[src/rtl/fetch_unit.sv]
// Instruction fetch stage: PC, credit-limited in-order requests to imem, tagged instruction queue to decode.
// Define FETCH_PERF_CNT_EN to add the perf_fetched / perf_squashed / perf_stall_cycles counters.
module fetch_unit #(
  parameter int              XLEN        = 32,
  parameter logic [XLEN-1:0] RESET_PC    = 32'h0000_0000,
  parameter int              QUEUE_DEPTH = 4,
  parameter int              PC_STEP     = 4
) (
  input  logic            clock,
  input  logic            reset,
  input  logic            redirect_valid,
  input  logic [XLEN-1:0] redirect_target,
  output logic            imem_req_valid,
  output logic [XLEN-1:0] imem_req_addr,
  input  logic            imem_req_ready,
  input  logic            imem_resp_valid,
  input  logic [XLEN-1:0] imem_resp_data,
  output logic            if_valid,
  output logic [XLEN-1:0] if_instr,
  output logic [XLEN-1:0] if_pc,
  input  logic            id_ready
`ifdef FETCH_PERF_CNT_EN
  ,
  output logic [31:0]     perf_fetched,
  output logic [31:0]     perf_squashed,
  output logic [31:0]     perf_stall_cycles
`endif
);

  // Handshakes: a transfer happens on a rising edge where valid and ready are both high;
  // valid never depends on ready, and ready may depend on anything.
  localparam int PW = $clog2(QUEUE_DEPTH);
  localparam int CW = PW + 1;
  localparam logic [CW:0] DEPTH_C = (CW+1)'(QUEUE_DEPTH);
  localparam logic [XLEN-1:0] STEP_C = XLEN'(PC_STEP);

  logic [XLEN-1:0] pc;
  logic [XLEN-1:0] resp_pc;
  logic [CW-1:0]   count;
  logic [CW-1:0]   outstanding;
  logic [CW-1:0]   squash;
  logic [PW-1:0]   wr_ptr;
  logic [PW-1:0]   rd_ptr;
  logic [XLEN-1:0] q_instr [QUEUE_DEPTH];
  logic [XLEN-1:0] q_pc    [QUEUE_DEPTH];

  logic [CW:0] credit_used;
  logic        req_fire;
  logic        resp_drop;
  logic        enq;
  logic        deq;

  // Squashed responses still occupy credit, so an accepted response always finds a free slot.
  assign credit_used    = {1'b0, count} + {1'b0, outstanding} + {1'b0, squash};
  assign imem_req_valid = !reset && !redirect_valid && (credit_used < DEPTH_C);
  assign imem_req_addr  = pc;
  assign req_fire       = imem_req_valid && imem_req_ready;
  assign resp_drop      = imem_resp_valid && (squash != '0);
  assign enq            = imem_resp_valid && (squash == '0);
  assign if_valid       = (count != '0);
  assign if_instr       = q_instr[rd_ptr];
  assign if_pc          = q_pc[rd_ptr];
  assign deq            = if_valid && id_ready;

  always_ff @(posedge clock) begin
    if (reset) begin
      pc          <= RESET_PC;
      resp_pc     <= RESET_PC;
      count       <= '0;
      outstanding <= '0;
      squash      <= '0;
      wr_ptr      <= '0;
      rd_ptr      <= '0;
    end else if (redirect_valid) begin
      // Every in-flight response, bar one landing right now, is now stale.
      pc          <= redirect_target;
      resp_pc     <= redirect_target;
      count       <= '0;
      wr_ptr      <= '0;
      rd_ptr      <= '0;
      squash      <= squash + outstanding - CW'(imem_resp_valid);
      outstanding <= '0;
    end else begin
      if (req_fire) pc <= pc + STEP_C;
      if (resp_drop) squash <= squash - CW'(1);
      if (enq) begin
        wr_ptr  <= wr_ptr + PW'(1);
        resp_pc <= resp_pc + STEP_C;
      end
      if (deq) rd_ptr <= rd_ptr + PW'(1);
      outstanding <= outstanding + CW'(req_fire) - CW'(enq);
      count       <= count + CW'(enq) - CW'(deq);
    end
  end

  always_ff @(posedge clock) begin
    if (!reset && !redirect_valid && enq) begin
      q_instr[wr_ptr] <= imem_resp_data;
      q_pc[wr_ptr]    <= resp_pc;
    end
  end

`ifdef FETCH_PERF_CNT_EN
  always_ff @(posedge clock) begin
    if (reset) begin
      perf_fetched      <= '0;
      perf_squashed     <= '0;
      perf_stall_cycles <= '0;
    end else begin
      if (!redirect_valid && enq) perf_fetched <= perf_fetched + 32'd1;
      if (redirect_valid ? imem_resp_valid : resp_drop) perf_squashed <= perf_squashed + 32'd1;
      if (!if_valid) perf_stall_cycles <= perf_stall_cycles + 32'd1;
    end
  end
`endif

endmodule

[config.mk]
export PLATFORM = sky130hd
export DESIGN_NAME = fetch_unit
export DESIGN_NICKNAME = d
export VERILOG_FILES = /design/src/rtl/fetch_unit.sv
export SDC_FILE = /design/constraint.sdc
export NUM_CORES = 1
export LEC_CHECK = 0
export CAP_MARGIN = 40
export CORE_MARGIN = 4
export CORE_UTILIZATION = 40
export CTS_BUF_LIST = sky130_fd_sc_hd__clkbuf_4
export DETAILED_ROUTE_END_ITERATION = 6
export PLACE_DENSITY = 0.72
export SLEW_MARGIN = 30
export SYNTH_ARGS = -nofsm -noshare
export SYNTH_HDL_FRONTEND = slang
export SYNTH_SLANG_ARGS = --single-unit
[constraint.sdc]
create_clock -name clock -period 10.1 [get_ports clock]
set_input_delay 1.515 -clock clock [delete_from_list [all_inputs] [get_ports clock]]
set_output_delay 1.515 -clock clock [all_outputs]
set_load 0.05 [all_outputs]
# == After elaboration in Yosys (flattened, before gate mapping) ==
# Memories as Yosys holds them, arrays and structs flattened. A register that Yosys moved wholly into a read port is not among the register bits.
# Cells that the tools add are included.
# classes
muxes,12
n_lt_le_gt_ge,1
addsub,13
n_reduce_logical,16
# op_table
operator,n
32-bit two-way mux,4
"32-bit by 3-bit adder with 32-bit output, second input constant",2
3-bit by 1-bit subtractor with 3-bit output,3
2-bit two-way mux,4
1-bit logical AND,7
3-bit by 1-bit adder with 3-bit output,2
3-bit two-way mux,2
2-bit nonzero test,3
3-bit nonzero test,2
"2-bit by 1-bit adder with 2-bit output, second input constant",2
3-bit by 3-bit adder with 4-bit output,1
4-bit by 3-bit adder with 4-bit output,1
"4-bit by 3-bit less-than comparator with 1-bit output, second input constant",1
3-bit adder,1
3-bit logical NOT,1
"3-bit by 1-bit subtractor with 3-bit output, second input constant",1
1-bit logical NOT,2
1-bit two-way mux,2
2-bit OR reduction,1
# word_totals
output_inout_bits,98
mem_count,2
ramBits,256
in_bits,70
wordCells,51
register_bits,77
# memory_table
memory,depth,word_bits,rd,rd_ports_with_merged_regs,write_ports,line_no,text
q_instr,4,32,1,1,1,44,logic [XLEN-1:0] q_instr [QUEUE_DEPTH];
q_pc,4,32,1,1,1,45,logic [XLEN-1:0] q_pc [QUEUE_DEPTH];

# == Logic depth before layout (Yosys ltp) ==
# Gate-level depths: netlist (run 1).
# logic_depth
depth_word,7
ltp_mapped,13
depth_no_buf,13

# == Worst setup path before layout (run 1) ==
# No wires, ideal clock.
# synth_path
path_type,in2reg
from,in imem_resp_valid
to,mem q_instr[0][0] (enable)
arrival_time_ns,3.762
stages,4
path_buffers,1
required_time_ns,9.671
path_slack_ns,5.909
setup_time_ns,0.429
cell_sequence,nand3b_1 > clkinv_1 > clkbuf_1 > and3_1
# synth_via
elab_chain_cells,4
# synth_lines
element,line_no,text
"start, declared",16,"input logic imem_resp_valid,"
1-bit logical AND,59,assign enq = imem_resp_valid && (squash == '0);
net enq,50,logic enq;
1-bit logical AND,97,if (!reset && !redirect_valid && enq) begin
1-bit two-way mux,97,
1-bit two-way mux (implied by the code),98,q_instr[wr_ptr] <= imem_resp_data;
"end, declared",44,
# The timed path passes the listed nets, and every way through them passes these cells.

# == Worst setup path in the final report (run 1) ==
# layout_path
from,reg count[1]
to,out imem_req_valid
# layout_via
elab_chain_cells,4
# layout_lines
element,line_no,text
"start, declared",39,logic [CW-1:0] count;
"start signal, assigned",92,count <= count + CW'(enq) - CW'(deq);
3-bit by 3-bit adder with 4-bit output,54,"assign credit_used = {1'b0, count} + {1'b0, outstanding} + {1'b0, squash};"
4-bit by 3-bit adder with 4-bit output,54,
4-bit by 3-bit less-than comparator with 1-bit output,55,assign imem_req_valid = !reset && !redirect_valid && (credit_used < DEPTH_C);
1-bit logical AND,55,
"end, declared",13,"output logic imem_req_valid,"
# No other way between the ends.

==> results of run 1 <==
cell families after synthesis:
group                    synth area share [%]
flip-flops                               66.2
AND/OR/NAND/NOR                          10.5
AO/OA/AOI/OAI                            6.49
buffers and inverters                    2.29
multiplexers                             10.4
XOR/XNOR                                 1.79
adder cells (fa/ha/maj)                  2.29
layout by cell type (no fill, tap or decap), types with 7 or more instances in the layout:
cell and count:
a211oi_1 10, a21boi_0 18, a21oi_1 25, a31oi_1 10, and2_1 13, and3_1 12
and4_1 16, buf_4 7, clkbuf_4 117, clkdlybuf4s50_1 165, clkinv_1 25, dfxtp_1 77
edfxtp_1 256, ha_1 16, inv_1 36, mux4_2 64, nand2_1 48, nand3_1 24
nand4_1 28, nor2_1 33, nor3_1 21, nor3b_1 7, nor4_1 14, o21ai_0 13
o31a_1 10, or4_1 12, xnor2_1 19, xor2_1 7
layout make-up:
type	count	share of cell area (%)
tap	455	3.28
inverter	38	0.822
antenna	1	0.0144
timing repair buffer	182	10.8
sequential	335	53.5
clock buffer	117	5.06
multi-input combinational	503	25.5
clock inverter	31	1.02
worst max-delay path by stage:
stage / start / slack [ps] / end
after floorplan: imem_resp_valid / 5910 / q_instr[0][0]$_DFFE_PP_
after global placement: redirect_valid / 5320 / imem_req_valid
after detailed placement: redirect_valid / 5300 / imem_req_valid
after CTS: count[1]$_SDFF_PP0_ / 4720 / imem_req_valid
after global routing: count[1]$_SDFF_PP0_ / 4660 / imem_req_valid
final: count[1]$_SDFF_PP0_ / 4810 / imem_req_valid
per-stage QoR:
| stage | setup slack, ps | util [%] | hold WS (ps) | power, mW |
|---|---|---|---|---|
| floorplan | 5910 | - | 458 | 1.90 |
| global placement | 5320 | 46.7 | 453 | 2.06 |
| detailed placement | 5300 | 47.1 | 460 | 2.07 |
| CTS | 4720 | 50.1 | 469 | 3.19 |
| global route | 4660 | 50.2 | 478 | 3.32 |
| finish | 4810 | 50.2 | 461 | 3.14 |
sequential cells by signal, indices dropped and copies added (netlist names), named ones only:
name / flops
outstanding: 3
count: 3
squash: 3
resp_pc: 32
rd_ptr: 2
imem_req_addr: 32
q_instr: 128
wr_ptr: 2
q_pc: 128
metal layers:
metal  vias to the layer above  global-route usage [%]  routed length [um]
li1                       4173                       -                   -
met1                      4482                    23.4               14100
met2                       392                    27.0               15400
met3                        45                    3.90                2520
met4                         0                    7.03                 853
met5                         -                       0                   0
power by group through the flow:
stage / sequential, mW / clock (mW) / combinational, mW
2_1_floorplan: 1.62 / 0 / 0.275
3_3_place_gp: 1.61 / 0 / 0.446
3_5_place_dp: 1.61 / 0 / 0.456
4_1_cts: 1.58 / 1.15 / 0.459
5_1_grt: 1.59 / 1.23 / 0.493
6_report: 1.58 / 1.10 / 0.456
worst reg2reg max path: stages, from the launching register on:
cell	delay, ps
dfxtp_1	390
inv_1	110
fa_1	480
or2_2	310
fa_1	570
nand4bb_1	240
nor2_2	360
clkinv_1	370
ha_1	390
inv_1	40
ha_1	180
fa_1	370
xnor2_1	170
nor2_1	50
==> results.yml, run 1 <==
synth:
  synth_area_sq_um: 14000
  yosysWarnings: 0
  syn_area_per_cell_sq_um: 15.2
  synth_top_area_share_pct: 54.9
  netlist_instances: 923
  ys_seq_area_share_pct: 66.2
  ys_types: 63
  synth_area_leaders: "edfxtp_1, dfxtp_1, mux4_2, ha_1, nand2_1"
  yosys.area.top_type: "edfxtp_1"
  synthTopCellsByCount: "edfxtp_1, dfxtp_1, mux4_2"
  synth_edf_count: 256
  yosysMostFrequentCell: "edfxtp_1"
  synthArstFlopShare_pct: 0
  synth_ff_type: "edfxtp_1"
  synth_fp_nets: 1015
  ys_ff_latch: 335
global_routing:
  grt_antenna_before_repair: 1
  grt-ovfl-total: 0
  grt_pass1_wl_mm: 51.8
  grt_max_degree: 85
  track_usage_pct: 17.2
  first_global_vias: 9351
floorplanning:
  die_w_um: 195
  die_h_um: 195
  start_util_pct: 40.5
  rows: 68
  pin_count: 168
  coreArea_sq_um: 34500
  dieArea_sq_um: 38000
clocking:
  cts_buffer_depth: 3
  clk-insertion-delay-late_ps: 740
  tritoncts: "done"
  cts_setup_buffers: 0
  clk_pin_slew_ps: 60
  ctsResizeCount: 0
  numCtsBuffers: 88
  numClockSinks: 335
  holdBufCountCts: 0
  clk_root_buffer_cell: "clkbuf_4"
  htree_num_levels: 3
route:
  detail-route-antenna-nets: 0
  avgViaCountPerCell: 5.47
  avgRoutedWirePerCell_um: 19.8
  drtPass1Iterations: 5
  drt-total-wl_mm: 32.8
  drc: 0
  vias: 9092
  drtIter0Drc: 697
power_and_ir_drop:
  seqPwrFrac_pct: 50.4
  p_int_mw: 2.30
  p_sw_share_pct: 26.8
  power.switching_uw: 843
  peakVddDrop_mv: 0.118
  p_comb_share_pct: 14.5
  powerDensity_nw_per_um2: 181
  pwr-share-clk_pct: 35.1
  power_leakage_nw: 5.69
timing:
  hold_viol_final: 0
  fin_crit_ps: 5290
  rsz0062_at_grt: "false"
  period_share_pct: 52.4
  slew_viol_final: 0
  tns_ps: 0
  setup_viol: 0
  skew_ps: 65.1
  slew_headroom_pct: 51.2
  worst_pin_slew_ps: 725
  fmax_mhz: 189
critical_path:
  r2r-start: "count[1]$_SDFF_PP0_"
  worstPathArrival_ps: 3780
  required_ps: 8590
  path_common_cell: "fa_1"
  regToRegSetupSlack_ps: 6000
  startpoint_type: "flip-flop"
  critPathMaxStageDelay_ps: 810
  crit_chain: "inv_1 -> fa_1 -> or2_2 -> fa_1 -> xor2_1 -> and3_1 -> clkdlybuf4s50_1"
  end_kind: "output pin"
  path_depth: 7
  cp_slowest_cell: "clkdlybuf4s50_1"
  path_buf_inv: 2
  crit_family: "buffers and inverters"
  critPathKind: "flip-flop to output pin"
  r2r-end: "outstanding[2]$_SDFF_PP0_"
  cp_max_fo: 5
  rr_worst_depth: 13
hold_path:
  min_from: "imem_req_addr[1]$_SDFFE_PP0P_"
  whs_path_depth: 2
  whs_endpoint: "imem_req_addr[1]$_SDFFE_PP0P_"
  hp-class: "flip-flop to flip-flop"
finish:
  fillCellCount: 2953
  finish.instance_area_sq_um: 17400
  seqCellArea_sq_um: 9280
  drive_gt1_share_pct: 18.2
  syn_to_final_growth_pct: 24.0
  fin_cells: 1662
  multiInputGateArea_sq_um: 4430
  nets: 1240
placement:
  port_buffers: 167
  dpl-instance-area_sq_um: 16300
  dp_cells: 1510
  routabilityCongestion: 0.833
  dp_hpwl_mm: 21.7
flow_run:
  drv_cap: 0
run_status:
  outcome: "finished, final reports clean"
Power figures use the tool's default switching activity.
==> run 2: changes to the inputs <==
==> constraint.sdc (replaced) <==
create_clock -name clock -period 5 [get_ports clock]
set_input_delay 0.75 -clock clock [delete_from_list [all_inputs] [get_ports clock]]
set_output_delay 0.75 -clock clock [all_outputs]
set_load 0.05 [all_outputs]
==> run 2 against run 1 <==
Against the previous run:
- clock-buffer cell count increased by 15
- global-route usage increased by 0.18 points
- highest routed layer unchanged
- critical path depth unchanged
- die area unchanged
- clock skew increased by 3.0 ps
- critical path type unchanged
- routed wire length increased by 1.6%
==> results.yml, run 2 (synthesis results as in run 1) <==
power_and_ir_drop:
  powerDensity_nw_per_um2: 369
  peakVddDrop_mv: 0.183
  power_leakage_nw: 5.74
finish:
  finish.instance_area_sq_um: 17400
  top_regs: "q_instr (128), q_pc (128)"
  mostFrequentLayoutCell: "edfxtp_1"
  layout_common_cells: "edfxtp_1, clkdlybuf4s50_1, clkbuf_4, dfxtp_1, mux4_2"
  nets: 1245
  syn_to_final_growth_pct: 24.3
  drive_gt1_share_pct: 19.6
timing:
  tns_ps: 0
  worst_pin_slew_ps: 891
  fin_crit_ps: 4550
  skew_ps: 68.1
  rsz0062_at_grt: "false"
  fmax_mhz: 220
  period_share_pct: 91.0
  slew_viol_final: 0
  setup_viol: 0
  hold_viol_final: 0
  slew_headroom_pct: 40.5
floorplanning:
  dieArea_sq_um: 38000
  coreArea_sq_um: 34500
  rows: 68
  die_w_um: 195
  die_h_um: 195
  pin_count: 168
  start_util_pct: 40.5
clocking:
  numCtsBuffers: 88
  clk_pin_slew_ps: 60
  clk-insertion-delay-late_ps: 730
  cts_setup_buffers: 0
  numClockSinks: 335
  cts_buffer_depth: 3
  tritoncts: "done"
  clk_root_buffer_cell: "clkbuf_4"
  holdBufCountCts: 0
  ctsResizeCount: 0
  htree_num_levels: 3
route:
  drtIter0Drc: 603
  drt-total-wl_mm: 33.3
  drtPass1Iterations: 7
  avgViaCountPerCell: 5.44
  detail-route-antenna-nets: 0
  avgRoutedWirePerCell_um: 19.8
  drc: 0
  vias: 9150
placement:
  routabilityCongestion: 0.852
  dpl-instance-area_sq_um: 16300
  port_buffers: 167
  dp_hpwl_mm: 21.9
critical_path:
  rr_worst_depth: 13
  required_ps: 4250
  critPathKind: "flip-flop to output pin"
  cp_max_fo: 5
  worstPathArrival_ps: 3800
  end_kind: "output pin"
  startpoint_type: "flip-flop"
run_status:
  outcome: "finished, final reports clean"
global_routing:
  grt_max_degree: 69
  first_global_vias: 9397
  grt_pass1_wl_mm: 52.1
  grt-ovfl-total: 0
  track_usage_pct: 17.4
  grt_antenna_before_repair: 1
flow_run:
  drv_cap: 0
hold_path:
  whs_path_depth: 2
  hp-class: "flip-flop to flip-flop"
[run 2: metal layers]
layer,part of all wire [%],global-route usage [%],wire length [um],up-vias
met2,48,27.4,15900,385
met4,2.0,6.34,653,0
met5,0,0,0,-
met1,43,23.5,14200,4519
li1,-,-,-,4199
met3,7.7,4.61,2560,47
[run 2: power breakdown]
| group | switching (mW) | total [mW] | internal, mW | leakage, nW |
|---|---|---|---|---|
| logic | 0.552 | 0.924 | 0.371 | 2.09 |
| clock network | 1.08 | 2.30 | 1.21 | 0.672 |
| registers | 0.107 | 3.20 | 3.09 | 2.98 |
[run 2: critical path, cell delays in order (launching register included)]
cell and delay, ps:
dfxtp_1 400, inv_1 110, fa_1 500, or2_2 320
fa_1 410, xor2_1 300, and3_1 220, clkdlybuf4s50_1 810
[run 2: worst paths after layout]
kind	start	to	slack (ps)
worst max-delay path	count[1]$_SDFF_PP0_	imem_req_valid	450
worst max register to register	count[1]$_SDFF_PP0_	outstanding[2]$_SDFF_PP0_	930
worst min register to register	imem_req_addr[1]$_SDFFE_PP0P_	imem_req_addr[1]$_SDFFE_PP0P_	460
worst min-delay path	imem_req_addr[1]$_SDFFE_PP0P_	imem_req_addr[1]$_SDFFE_PP0P_	460
[run 2: stage by stage]
stage          instances  setup WS [ps]  util (%)  power (mW)  hold slack, ps
2_1_floorplan        923           1420         -        3.83             458
3_3_place_gp        1515           1170      47.0        4.17             448
3_5_place_dp        1518           1050      47.1        4.18             452
4_1_cts             1682            379      50.4        6.51             414
5_1_grt             1683            266      50.4        6.77             453
6_report            1683            449      50.4        6.42             455
[run 2: cell type report]
cell class | instances | area [sq um]
fill | 2983 | 17100
antenna | 1 | 2.50
timing repair buffer | 187 | 1850
clock buffer | 132 | 991
sequential | 335 | 9280
multi-input combinational | 503 | 4430
tap | 455 | 569
clock inverter | 32 | 131
inverter | 38 | 143
==> run 3: changes to the inputs <==
--- a/config.mk
+++ b/config.mk
@@ -8,7 +8,7 @@
 export CAP_MARGIN = 40
 export CORE_MARGIN = 4
 export CORE_UTILIZATION = 40
-export CTS_BUF_LIST = sky130_fd_sc_hd__clkbuf_4
+export CTS_BUF_LIST = sky130_fd_sc_hd__clkbuf_16
 export DETAILED_ROUTE_END_ITERATION = 6
 export PLACE_DENSITY = 0.72
 export SLEW_MARGIN = 30
==> run 3 against run 2 <==
Against the previous run:
- the run now ends with DRC left
- critical path depth unchanged
- first-iteration DRC count rose by 14%
- final cell count down 5.9%
- highest routed layer unchanged
- clock skew fell by 44 ps
- non-clock buffer count unchanged
- worst hold slack lost 0.81 ps
- via count down 3.0%
- utilization barely moved
- largest cell class unchanged
==> results.yml, run 3 (synthesis results as in run 1) <==
floorplanning:
  rows: 68
  start_util_pct: 40.5
  pin_count: 168
  dieArea_sq_um: 38000
  coreArea_sq_um: 34500
  die_h_um: 195
  die_w_um: 195
timing:
  fin_crit_ps: 4330
  worst_pin_slew_ps: 930
  setup_viol: 0
  fin_hold_ws_ps: 455
  rsz0062_at_grt: "false"
  skew_ps: 23.9
  slew_headroom_pct: 37.9
  final.setup.worst_slack_ps: 669
  period_share_pct: 86.6
  fmax_mhz: 231
  hold_viol_final: 0
  slew_viol_final: 0
  tns_ps: 0
clocking:
  numCtsBuffers: 36
  htree_num_levels: 2
  cts_setup_buffers: 0
  cts_buffer_depth: 3
  ctsResizeCount: 0
  clk-insertion-delay-late_ps: 520
  tritoncts: "done"
  clk_pin_slew_ps: 60
  holdBufCountCts: 0
  clk_root_buffer_cell: "clkbuf_16"
  numClockSinks: 335
global_routing:
  grt_max_degree: 69
  track_usage_pct: 16.9
  grt_antenna_before_repair: 0
  grt-ovfl-total: 0
  grt_pass1_wl_mm: 51.3
  first_global_vias: 9046
route:
  vias: 8880
  drtPass1Iterations: 7
  avgRoutedWirePerCell_um: 20.9
  detail-route-antenna-nets: 0
  drtIter0Drc: 686
  avgViaCountPerCell: 5.61
  drc: 12
  drt-total-wl_mm: 33.0
flow_run:
  drv_cap: 0
power_and_ir_drop:
  powerDensity_nw_per_um2: 380
  peakVddDrop_mv: 0.220
  power_leakage_nw: 5.67
  totalPowerFinal_mw: 6.61
critical_path:
  crit_path_start: "count[1]$_SDFF_PP0_"
  path_common_cell: "fa_1"
  end_kind: "output pin"
  cp_max_fo: 5
  rr_worst_depth: 13
  regToRegSetupSlack_ps: 940
  r2r-end: "outstanding[2]$_SDFF_PP0_"
  worstPathArrival_ps: 3580
  critPathKind: "flip-flop to output pin"
  r2r-start: "count[1]$_SDFF_PP0_"
  crit_chain: "inv_1 -> fa_1 -> or2_2 -> fa_1 -> xor2_1 -> and3_1 -> clkdlybuf4s50_1"
  required_ps: 4250
  cp_slowest_cell: "clkdlybuf4s50_1"
  critPathMaxStageDelay_ps: 810
  startpoint_type: "flip-flop"
  critPathCapture: "imem_req_valid"
placement:
  dp_slack_ps: 1050
  dp_hpwl_mm: 21.9
  routabilityCongestion: 0.852
  port_buffers: 167
finish:
  fillCellCount: 2923
  top_regs: "q_instr (128), q_pc (128)"
  nets: 1193
  post-route-util_pct: 50.3
  drive_gt1_share_pct: 12.8
  n_antenna_cell: 0
  syn_to_final_growth_pct: 24.3
  layout_common_cells: "edfxtp_1, clkdlybuf4s50_1, dfxtp_1, mux4_2, inv_1"
  mostFrequentLayoutCell: "edfxtp_1"
hold_path:
  hp-class: "flip-flop to flip-flop"
  min_from: "imem_req_addr[1]$_SDFFE_PP0P_"
run_status:
  outcome: "finished, violations left"
  violations: "DRC"
[run 3: cell type report]
class | count | area [sq um] | share of cell area [%]
Clock buffer | 36 | 901 | 5.18
Clock inverter | 30 | 216 | 1.24
Inverter | 38 | 143 | 0.820
Multi-Input combinational cell | 503 | 4430 | 25.5
Sequential cell | 335 | 9280 | 53.3
Tap cell | 455 | 569 | 3.27
Timing Repair Buffer | 187 | 1850 | 10.7
[run 3: worst min-delay path by stage]
| stage | end | cells past startpoint |
|---|---|---|
| 6_report | imem_req_addr[1]$_SDFFE_PP0P_ | 2 |
| 5_1_grt | imem_req_addr[1]$_SDFFE_PP0P_ | 2 |
| 4_1_cts | imem_req_addr[1]$_SDFFE_PP0P_ | 2 |
| 3_5_place_dp | imem_req_addr[1]$_SDFFE_PP0P_ | 2 |
| 3_3_place_gp | imem_req_addr[0]$_SDFFE_PP0P_ | 2 |
| 2_1_floorplan | q_pc[0][17]$_DFFE_PP_ | 0 |
[run 3: worst max-delay path: cells and delay by family (launching register included)]
| kind | cells | cell delay, ps |
|---|---|---|
| xor gates and xnor gates | 1 | 310 |
| adders and majority gates | 2 | 900 |
| buffers and inverters | 2 | 920 |
| DFF | 1 | 390 |
| and+or+nand+nor | 2 | 540 |
[run 3: where the power goes]
| part | internal (mW) | leakage, nW | total [mW] | switching, mW |
|---|---|---|---|---|
| Sequential | 3.09 | 2.98 | 3.20 | 0.108 |
| Clock | 1.43 | 0.594 | 2.48 | 1.06 |
| Combinational | 0.371 | 2.09 | 0.923 | 0.552 |
[run 3: routing by layer]
layer	global-route usage, %	part of all wire (%)	up-vias
met1	23.6	43	4435
met3	3.33	7.2	58
li1	-	-	4027
met2	27.4	47	360
met5	0	0	-
met4	4.68	2.3	0
[run 3: metrics by stage]
step	std cells	instance area, sq um
after CTS	1584	17400
after global routing	1584	17400
after global placement	1515	16200
after floorplan	923	14000
final	1584	17400
after detailed placement	1518	16300
